==> config.mk <==
export PLATFORM = sky130hd
export DESIGN_NAME = ff_bank
export DESIGN_NICKNAME = d
export VERILOG_FILES = /design/src/rtl/ff_bank.sv
export SDC_FILE = /design/constraint.sdc
export NUM_CORES = 1
export LEC_CHECK = 0
export CAP_MARGIN = 25
export CORE_ASPECT_RATIO = 2
export CORE_MARGIN = 2
export CORE_UTILIZATION = 42
export CTS_CLUSTER_DIAMETER = 120
export DETAILED_ROUTE_END_ITERATION = 16
export PLACE_DENSITY = 0.76
export REMOVE_ABC_BUFFERS = 1
export SYNTH_ARGS = -nofsm -noshare
export SYNTH_HDL_FRONTEND = slang
export SYNTH_SLANG_ARGS = --single-unit
==> constraint.sdc <==
create_clock -name clk -period 1.5 [get_ports clk]
set_clock_uncertainty 0.05 [all_clocks]
set_input_delay 0.3 -clock clk [delete_from_list [all_inputs] [get_ports clk]]
set_output_delay 0.3 -clock clk [all_outputs]
set_load 0.02 [all_outputs]
==> src/rtl/ff_bank.sv <==
`default_nettype none
// ============================================================================
// Module   : ff_bank
// Purpose  : Bank of WIDTH run-time configurable flip-flops (D / T / SR / JK,
//            selected by a shared mode input) with update enable,
//            programmable reset value, and sticky per-bit / counted detection
//            of SR invalid (S=R=1) input combinations.
// Ports    : clk        rising-edge clock
//            rst        asynchronous active-high reset
//            i_en       update enable (low: q, err, err_cnt hold)
//            i_mode     00 D, 01 T, 10 SR, 11 JK
//            i_a        per-bit D / T / S / J
//            i_b        per-bit R / K (ignored in D and T modes)
//            i_clr_err  synchronous clear of o_err and o_err_cnt
//            o_q        stored state
//            o_qn       inverse of o_q
//            o_err      sticky per-bit SR invalid flag
//            o_err_cnt  saturating count of cycles with any SR invalid bit
// Revision : 1.0 - initial release
// ============================================================================
module ff_bank #(
    parameter int               WIDTH     = 8,
    parameter logic [WIDTH-1:0] RESET_VAL = {WIDTH{1'b0}},
    parameter int               CNT_W     = 8
) (
    input  logic             clk,
    input  logic             rst,
    input  logic             i_en,
    input  logic [1:0]       i_mode,
    input  logic [WIDTH-1:0] i_a,
    input  logic [WIDTH-1:0] i_b,
    input  logic             i_clr_err,
    output logic [WIDTH-1:0] o_q,
    output logic [WIDTH-1:0] o_qn,
    output logic [WIDTH-1:0] o_err,
    output logic [CNT_W-1:0] o_err_cnt
);

    localparam logic [1:0]       c_MODE_D  = 2'b00;
    localparam logic [1:0]       c_MODE_T  = 2'b01;
    localparam logic [1:0]       c_MODE_SR = 2'b10;
    localparam logic [1:0]       c_MODE_JK = 2'b11;
    localparam logic [CNT_W-1:0] c_CNT_ONE = CNT_W'(1);
    localparam logic [CNT_W-1:0] c_CNT_MAX = {CNT_W{1'b1}};

    logic [WIDTH-1:0] r_q;
    logic [WIDTH-1:0] r_err;
    logic [CNT_W-1:0] r_err_cnt;

    logic [WIDTH-1:0] w_q_nxt;
    logic [WIDTH-1:0] w_inv;
    logic             w_any_inv;

    // Per-bit next-state and invalid-event decode.
    genvar gi;
    generate
        for (gi = 0; gi < WIDTH; gi++) begin : g_bit
            always_comb begin
                w_q_nxt[gi] = r_q[gi];
                unique case (i_mode)
                    c_MODE_D:  w_q_nxt[gi] = i_a[gi];
                    c_MODE_T:  w_q_nxt[gi] = r_q[gi] ^ i_a[gi];
                    // S=R=1 is invalid: the bit holds.
                    c_MODE_SR: w_q_nxt[gi] = (i_a[gi] ^ i_b[gi]) ? i_a[gi] : r_q[gi];
                    c_MODE_JK: w_q_nxt[gi] = (i_a[gi] & i_b[gi]) ? ~r_q[gi] :
                                             (i_a[gi] | i_b[gi]) ? i_a[gi]  : r_q[gi];
                    default:   w_q_nxt[gi] = r_q[gi];
                endcase
            end

            // Gated by en so that a disabled cycle never raises an event.
            assign w_inv[gi] = i_en & (i_mode == c_MODE_SR) & i_a[gi] & i_b[gi];
        end
    endgenerate

    assign w_any_inv = |w_inv;

    always_ff @(posedge clk or posedge rst) begin
        if (rst) begin
            r_q <= RESET_VAL;
        end else if (i_en) begin
            r_q <= w_q_nxt;
        end
    end

    // Error tracking does not look at i_en directly: w_inv is already zero
    // when disabled, and the clear must still act in that case.
    always_ff @(posedge clk or posedge rst) begin
        if (rst) begin
            r_err     <= '0;
            r_err_cnt <= '0;
        end else if (i_clr_err) begin
            // An event in the clearing cycle survives the clear.
            r_err     <= w_inv;
            r_err_cnt <= w_any_inv ? c_CNT_ONE : '0;
        end else begin
            r_err <= r_err | w_inv;
            if (w_any_inv && (r_err_cnt != c_CNT_MAX)) begin
                r_err_cnt <= r_err_cnt + c_CNT_ONE;
            end
        end
    end

    assign o_q       = r_q;
    assign o_qn      = ~r_q;
    assign o_err     = r_err;
    assign o_err_cnt = r_err_cnt;

endmodule
`default_nettype wire

==> impl_metrics.xml, run 1 <==
<?xml version="1.0" encoding="UTF-8"?>
<metrics>
  <group name="run_status">
    <metric name="outcome" unit="">complete, but fails checks</metric>
    <metric name="failed_checks" unit="">setup timing</metric>
  </group>
  <group name="place">
    <metric name="detailed_place_hpwl" unit="um">4020</metric>
    <metric name="place_congestion" unit="">0.863</metric>
    <metric name="detailedPlace.worstSlack" unit="ns">-0.537</metric>
    <metric name="port-buffer-count" unit="">53</metric>
  </group>
  <group name="synthesis">
    <metric name="postSynthAreaPerCell" unit="sq um">8.10</metric>
    <metric name="post_synth_instance_area" unit="sq um">1730</metric>
    <metric name="synth_cell_types" unit="">31</metric>
    <metric name="syn-instance-count" unit="">214</metric>
    <metric name="synth.ff_latch_count" unit="">24</metric>
    <metric name="ys_warnings" unit="">0</metric>
    <metric name="synth_sequential_area_ratio" unit="%">34.6</metric>
  </group>
  <group name="clock_tree">
    <metric name="clk_root_buffer_cell" unit="">sky130_fd_sc_hd__clkbuf_8</metric>
    <metric name="tritoncts_clock_tree" unit="">built</metric>
    <metric name="cts_htree_levels" unit="">1</metric>
    <metric name="worst_skew_pair.late_latency" unit="ns">0.27</metric>
    <metric name="clock_tree.buffer_depth" unit="">2</metric>
    <metric name="tritoncts_num_sinks" unit="">24</metric>
    <metric name="clk_pin_slew_worst_paths" unit="ns">0.09</metric>
    <metric name="numCtsBuffers" unit="">3</metric>
  </group>
  <group name="layout">
    <metric name="syn_to_final_growth" unit="%">58.7</metric>
    <metric name="layout-drive-gt1-share" unit="%">24.6</metric>
    <metric name="antenna_cells_inserted" unit="">0</metric>
    <metric name="most-common-layout-cells" unit="">54 x sky130_fd_sc_hd__buf_4, 41 x sky130_fd_sc_hd__dlygate4sd2_1, 32 x sky130_fd_sc_hd__inv_1</metric>
    <metric name="final_core_utilization" unit="%">68.0</metric>
    <metric name="design.final.nets" unit="">361</metric>
    <metric name="layout.cells.most_common" unit="">sky130_fd_sc_hd__buf_4</metric>
  </group>
  <group name="detailed_routing">
    <metric name="post-route-drc-count" unit="">0</metric>
    <metric name="detail_route.wl_per_cell" unit="um">13.8</metric>
    <metric name="routed_wl" unit="um">5140</metric>
    <metric name="drt-vias-per-instance" unit="">5.29</metric>
    <metric name="detailedRoute.firstIterationViolations" unit="">39</metric>
    <metric name="via_count" unit="">1974</metric>
    <metric name="ant_nets" unit="">0</metric>
    <metric name="detailedRoute.firstPassIterationCount" unit="">6</metric>
  </group>
  <group name="grt">
    <metric name="grt_remaining_overflow" unit="">0</metric>
    <metric name="via_count_of_the_first_global_routing_pass" unit="">2001</metric>
    <metric name="grt_first_pass_wirelength" unit="um">8660</metric>
    <metric name="pin_count_of_the_biggest_net_entering_global_routing" unit="">25</metric>
    <metric name="antenna_found_initial" unit="">0</metric>
    <metric name="track_usage" unit="%">23.4</metric>
  </group>
  <group name="floorplanning">
    <metric name="dieHeight" unit="um">94.9</metric>
    <metric name="io-pin-count" unit="">54</metric>
    <metric name="rows" unit="">33</metric>
    <metric name="total_die_area" unit="sq um">4690</metric>
    <metric name="dieWidth" unit="um">49.4</metric>
    <metric name="core-area" unit="sq um">4050</metric>
    <metric name="initial_core_util" unit="%">42.9</metric>
  </group>
  <group name="critical_path">
    <metric name="timing.critical_path.to_type" unit="">register</metric>
    <metric name="critPathLaunchType" unit="">register</metric>
    <metric name="critPathMaxFanout" unit="">5</metric>
    <metric name="arrival" unit="ns">1.76</metric>
    <metric name="cp.required" unit="ns">1.65</metric>
    <metric name="timing.setup.critical_path_class" unit="">register to register</metric>
  </group>
  <group name="power_and_ir_drop">
    <metric name="power-per-cell-area" unit="nW/um^2">737</metric>
    <metric name="power.combinational.fraction" unit="%">39.2</metric>
    <metric name="power.switching_fraction" unit="%">36.1</metric>
    <metric name="p_leak" unit="nW">1.43</metric>
    <metric name="total_switching_power" unit="mW">0.732</metric>
    <metric name="power.ir.vdd_worst" unit="V">0.000710</metric>
    <metric name="power.sequential.fraction" unit="%">38.4</metric>
    <metric name="internal" unit="mW">1.30</metric>
    <metric name="clock_power_share" unit="%">22.4</metric>
  </group>
  <group name="sta">
    <metric name="grt_setup_unrepaired" unit="">true</metric>
    <metric name="final_period_minus_worst_setup_slack" unit="ns">1.61</metric>
    <metric name="clock.fmax" unit="MHz">622</metric>
    <metric name="worstMarginPinSlew" unit="ns">0.321</metric>
    <metric name="report.final.hold_viol_count" unit="">0</metric>
    <metric name="slew-limit-headroom" unit="%">78.6</metric>
    <metric name="holdWs" unit="ns">0.310</metric>
    <metric name="report.final.setup_viol" unit="">4</metric>
    <metric name="post-route-worst-setup-slack" unit="ns">-0.107</metric>
    <metric name="period_share" unit="%">107</metric>
    <metric name="final-max-slew-violation-count" unit="">0</metric>
  </group>
  <group name="job">
    <metric name="max_cap_violations" unit="">0</metric>
  </group>
  <group name="min_path">
    <metric name="hold_path.class" unit="">primary input to async pin</metric>
  </group>
</metrics>
cell usage after synthesis (all sizes together):
cell,number,area (sq um)
inv,32,120
nand2,26,97.6
dfrtp,24,601
o21ai,19,95.1
ha,17,213
a21oi,16,80.1
nor2,15,56.3
a31oi,8,50.1
o2bb2ai,8,70.1
clkbuf,6,23.8
nand4,5,31.3
or3,5,31.3
a211oi,4,30.0
a21boi,4,30.0
nand3,3,15.0
o21bai,3,33.8
o22ai,3,18.8
o31ai,3,22.5
or4,3,22.5
buf,2,16.3
and2,1,6.26
and3,1,6.26
mux2i,1,10.0
nand2b,1,6.26
nand3b,1,20.0
o311a,1,10.0
o311ai,1,8.76
o41ai,1,8.76
metrics by stage:
stage          cells  total power [mW]  TNS (ns)  cell area [sq um]
2_1_floorplan    206              1.17    -0.581               1690
3_3_place_gp     366              1.67     -6.67               2700
3_5_place_dp     366              1.70     -7.31               2700
4_1_cts          373              2.04    -0.423               2730
5_1_grt          373              2.15    -0.747               2750
6_report         373              2.03    -0.344               2750
sequential cells by signal (all words and copies together) (netlist names):
register and cells:
o_err_cnt 8, o_q 8, o_err 8
path summary, 6_finish.rpt:
| path | depth (start not counted) | startpoint | to | slack, ns |
|---|---|---|---|---|
| worst max-delay path | 5 | o_err_cnt[0] | o_err_cnt[7] | -0.11 |
| worst max register to register | 5 | o_err_cnt[0] | o_err_cnt[7] | -0.11 |
| worst min register to register | 1 | o_err[6] | o_err[6] | 0.44 |
| max in group asynchronous | 3 | rst | o_err_cnt[2] | 0.83 |
| min in group clk | 4 | i_b[4] | o_err[4] | 0.34 |
| worst min-delay path | 3 | rst | o_q[3] | 0.31 |
power by group through the flow:
stage                     Sequential [mW]  Clock (mW)  Combinational (mW)
after global routing                0.794       0.482               0.872
after floorplan                     0.878           0               0.296
after global placement              0.793           0               0.880
final                               0.779       0.454               0.795
after detailed placement            0.795           0               0.902
after CTS                           0.779       0.464               0.796
logic make-up after synthesis:
group	after synthesis	synth area share (%)
flip-flops	24	34.6
AND/OR/NAND/NOR	61	16.9
adder cells (fa/ha/maj)	17	12.3
AO/OA/AOI/OAI	71	26.4
multiplexers	1	0.577
buffers and inverters	40	9.24
routing by layer:
| metal | GRT usage [%] | wire length, um | up-vias |
|---|---|---|---|
| li1 | - | - | 964 |
| met1 | 24.1 | 1850 | 930 |
| met2 | 44.8 | 2910 | 64 |
| met3 | 3.48 | 211 | 16 |
| met4 | 11.6 | 165 | 0 |
| met5 | 0 | 0 | - |
timing repair:
action                                  CTS  global route
hold buffers                              0             0
pin swaps                                 7             2
setup buffers                             2             0
cloned                                    1             0
hold endpoints to repair                  0             0
gates resized for setup                  59            33
endpoints found under the setup margin   48            18
worst max-delay path, stage by stage (launching register included):
cell	delay [ns]
sky130_fd_sc_hd__dfrtp_1	0.42
sky130_fd_sc_hd__ha_4	0.19
sky130_fd_sc_hd__nand4_1	0.09
sky130_fd_sc_hd__nand4_1	0.18
sky130_fd_sc_hd__or4_1	0.44
sky130_fd_sc_hd__a21oi_1	0.16
final cells by class:
type                            count  area (sq um)
Sequential cell                    24           602
Inverter                           32           120
Tap cell                           52          65.1
Timing Repair Buffer              111           898
Multi-Input combinational cell    150          1010
Clock buffer                        4          55.1
Fill cell                         370          1290
(Power assumes the default switching activity.)
==> inputs of run 2 (changes only) <==
--- a/config.mk
+++ b/config.mk
@@ -12,6 +12,7 @@
 export CTS_CLUSTER_DIAMETER = 120
 export DETAILED_ROUTE_END_ITERATION = 16
 export PLACE_DENSITY = 0.76
+export RECOVER_POWER = 50
 export REMOVE_ABC_BUFFERS = 1
 export SYNTH_ARGS = -nofsm -noshare
 export SYNTH_HDL_FRONTEND = slang
==> run 2 against run 1 <==
  * The run still ends with setup timing left
  * Clock-buffer cell count unchanged
  * Global-route usage unchanged
  * Clock power about the same
  * Via count about the same
  * Die area unchanged
  * Final area decreased by 0.36%
  * Flip-flop and latch count unchanged
  * Maximum frequency about the same
  * Highest routed layer unchanged
==> impl_metrics.xml, run 2 (same netlist as run 1, synthesis figures left out) <==
<?xml version="1.0" encoding="UTF-8"?>
<metrics>
  <group name="run_status">
    <metric name="outcome" unit="">complete, but fails checks</metric>
    <metric name="failed_checks" unit="">setup timing</metric>
  </group>
  <group name="sta">
    <metric name="report.final.setup_viol" unit="">4</metric>
    <metric name="worstMarginPinSlew" unit="ns">0.620</metric>
    <metric name="post-route-worst-setup-slack" unit="ns">-0.107</metric>
    <metric name="final-max-slew-violation-count" unit="">0</metric>
    <metric name="clock.fmax" unit="MHz">622</metric>
    <metric name="period_share" unit="%">107</metric>
    <metric name="slew-limit-headroom" unit="%">58.7</metric>
    <metric name="holdWs" unit="ns">0.339</metric>
    <metric name="grt_setup_unrepaired" unit="">true</metric>
    <metric name="report.final.hold_viol_count" unit="">0</metric>
    <metric name="fin_tns_setup" unit="ns">-0.343</metric>
    <metric name="final_period_minus_worst_setup_slack" unit="ns">1.61</metric>
  </group>
  <group name="job">
    <metric name="max_cap_violations" unit="">0</metric>
  </group>
  <group name="floorplanning">
    <metric name="dieWidth" unit="um">49.4</metric>
    <metric name="rows" unit="">33</metric>
    <metric name="dieHeight" unit="um">94.9</metric>
    <metric name="io-pin-count" unit="">54</metric>
    <metric name="initial_core_util" unit="%">42.9</metric>
    <metric name="total_die_area" unit="sq um">4690</metric>
    <metric name="core-area" unit="sq um">4050</metric>
  </group>
  <group name="clock_tree">
    <metric name="tritoncts_num_sinks" unit="">24</metric>
    <metric name="clock_tree.buffer_depth" unit="">2</metric>
    <metric name="worst_skew_pair.late_latency" unit="ns">0.27</metric>
    <metric name="numCtsBuffers" unit="">3</metric>
    <metric name="tritoncts_clock_tree" unit="">built</metric>
    <metric name="clk_root_buffer_cell" unit="">sky130_fd_sc_hd__clkbuf_8</metric>
    <metric name="clk_pin_slew_worst_paths" unit="ns">0.09</metric>
    <metric name="cts_htree_levels" unit="">1</metric>
    <metric name="cts_hold_buf" unit="">0</metric>
  </group>
  <group name="layout">
    <metric name="most-common-layout-cells" unit="">51 x sky130_fd_sc_hd__buf_4, 41 x sky130_fd_sc_hd__dlygate4sd2_1, 32 x sky130_fd_sc_hd__inv_1</metric>
    <metric name="syn_to_final_growth" unit="%">58.2</metric>
    <metric name="final_core_utilization" unit="%">67.8</metric>
    <metric name="antenna_cells_inserted" unit="">0</metric>
    <metric name="layout.cells.most_common" unit="">sky130_fd_sc_hd__buf_4</metric>
    <metric name="multi_input_comb_area" unit="sq um">1010</metric>
    <metric name="register_area" unit="sq um">602</metric>
    <metric name="nFillCells" unit="">373</metric>
    <metric name="design.final.nets" unit="">361</metric>
    <metric name="layout-drive-gt1-share" unit="%">24.0</metric>
  </group>
  <group name="grt">
    <metric name="track_usage" unit="%">23.4</metric>
    <metric name="grt_first_pass_wirelength" unit="um">8660</metric>
    <metric name="pin_count_of_the_biggest_net_entering_global_routing" unit="">25</metric>
    <metric name="via_count_of_the_first_global_routing_pass" unit="">2001</metric>
    <metric name="grt_remaining_overflow" unit="">0</metric>
    <metric name="antenna_found_initial" unit="">0</metric>
  </group>
  <group name="critical_path">
    <metric name="arrival" unit="ns">1.76</metric>
    <metric name="worstReg2RegStart" unit="">o_err_cnt[0]</metric>
    <metric name="reg2reg_depth" unit="">5</metric>
    <metric name="timing.setup.critical_path_class" unit="">register to register</metric>
    <metric name="timing.critical_path.to_type" unit="">register</metric>
    <metric name="critPathLaunchType" unit="">register</metric>
    <metric name="critPathMaxFanout" unit="">5</metric>
    <metric name="cp.required" unit="ns">1.65</metric>
    <metric name="setup.worst_path.start" unit="">o_err_cnt[0]</metric>
  </group>
  <group name="detailed_routing">
    <metric name="detailedRoute.firstIterationViolations" unit="">37</metric>
    <metric name="routed_wl" unit="um">5140</metric>
    <metric name="detailedRoute.firstPassIterationCount" unit="">6</metric>
    <metric name="detail_route.wl_per_cell" unit="um">13.8</metric>
    <metric name="via_count" unit="">1975</metric>
    <metric name="post-route-drc-count" unit="">0</metric>
    <metric name="ant_nets" unit="">0</metric>
    <metric name="drt-vias-per-instance" unit="">5.29</metric>
  </group>
  <group name="min_path">
    <metric name="hold_path.startpoint" unit="">i_b[4]</metric>
    <metric name="hold_path_depth" unit="">4</metric>
    <metric name="hold_path.class" unit="">primary input to register</metric>
  </group>
  <group name="power_and_ir_drop">
    <metric name="power.ir.vdd_worst" unit="V">0.000705</metric>
    <metric name="power-per-cell-area" unit="nW/um^2">738</metric>
    <metric name="p_leak" unit="nW">1.42</metric>
  </group>
  <group name="place">
    <metric name="detailedPlace.worstSlack" unit="ns">-0.537</metric>
    <metric name="place_congestion" unit="">0.863</metric>
    <metric name="port-buffer-count" unit="">53</metric>
    <metric name="detailed_place_hpwl" unit="um">4020</metric>
  </group>
</metrics>
==> run 2: cell types whose count changed in the layout (fill, tap and decap cells not counted), sizes merged <==
cell / before / now
buf: 58 / 55
clkbuf: 9 / 12
clkdlybuf4s50: 2 / 0
dlygate4sd3: 0 / 2
==> run 2: worst max-delay path, stage by stage (launching register included) <==
cell and delay (ns):
sky130_fd_sc_hd__dfrtp_1 0.42, sky130_fd_sc_hd__ha_4 0.19, sky130_fd_sc_hd__nand4_1 0.09, sky130_fd_sc_hd__nand4_1 0.18
sky130_fd_sc_hd__or4_1 0.44, sky130_fd_sc_hd__a21oi_1 0.16
==> run 2: worst paths after layout <==
| check | endpoint | slack (ns) |
|---|---|---|
| max in group asynchronous | o_err_cnt[2] | 0.40 |
| min in group asynchronous | o_q[3] | 0.56 |
| worst max register to register | o_err_cnt[7] | -0.11 |
| worst max-delay path | o_err_cnt[7] | -0.11 |
| worst min register to register | o_err[6] | 0.44 |
| worst min-delay path | o_err[4] | 0.34 |
==> run 2: cell type report <==
| class | instances | share of cell area (%) |
|---|---|---|
| repair buffers | 111 | 32.4 |
| multi-input cells | 150 | 36.9 |
| clock buffers | 4 | 2.01 |
| flip-flops and latches | 24 | 21.9 |
| inverters | 32 | 4.38 |
| well taps | 52 | 2.37 |
==> run 2: report_power, final <==
part	internal (mW)	switching, mW
logic	0.339	0.453
registers	0.719	0.0602
clock network	0.235	0.218
total	1.29	0.731
==> run 2: metrics by stage <==
step	instances	cell area [sq um]	power, mW
3_3_place_gp	366	2700	1.67
3_5_place_dp	366	2700	1.70
6_report	373	2740	2.02
2_1_floorplan	206	1690	1.17
5_1_grt	373	2740	2.14
4_1_cts	373	2730	2.04
==> run 2: timing repair <==
item / CTS / global route
resized for setup: 59 / 33
setup endpoints to repair: 48 / 18
cloned: 1 / 0
buffers inserted: 2 / 0
pin swaps: 7 / 2
==> run 2: per-layer routing <==
| layer | vias to the layer above | part of all wire, % | global-route usage [%] |
|---|---|---|---|
| li1 | 963 | - | - |
| met1 | 929 | 36 | 24.1 |
| met2 | 67 | 56 | 44.8 |
| met3 | 16 | 4.2 | 3.48 |
| met4 | 0 | 3.2 | 11.6 |
| met5 | - | 0 | 0 |
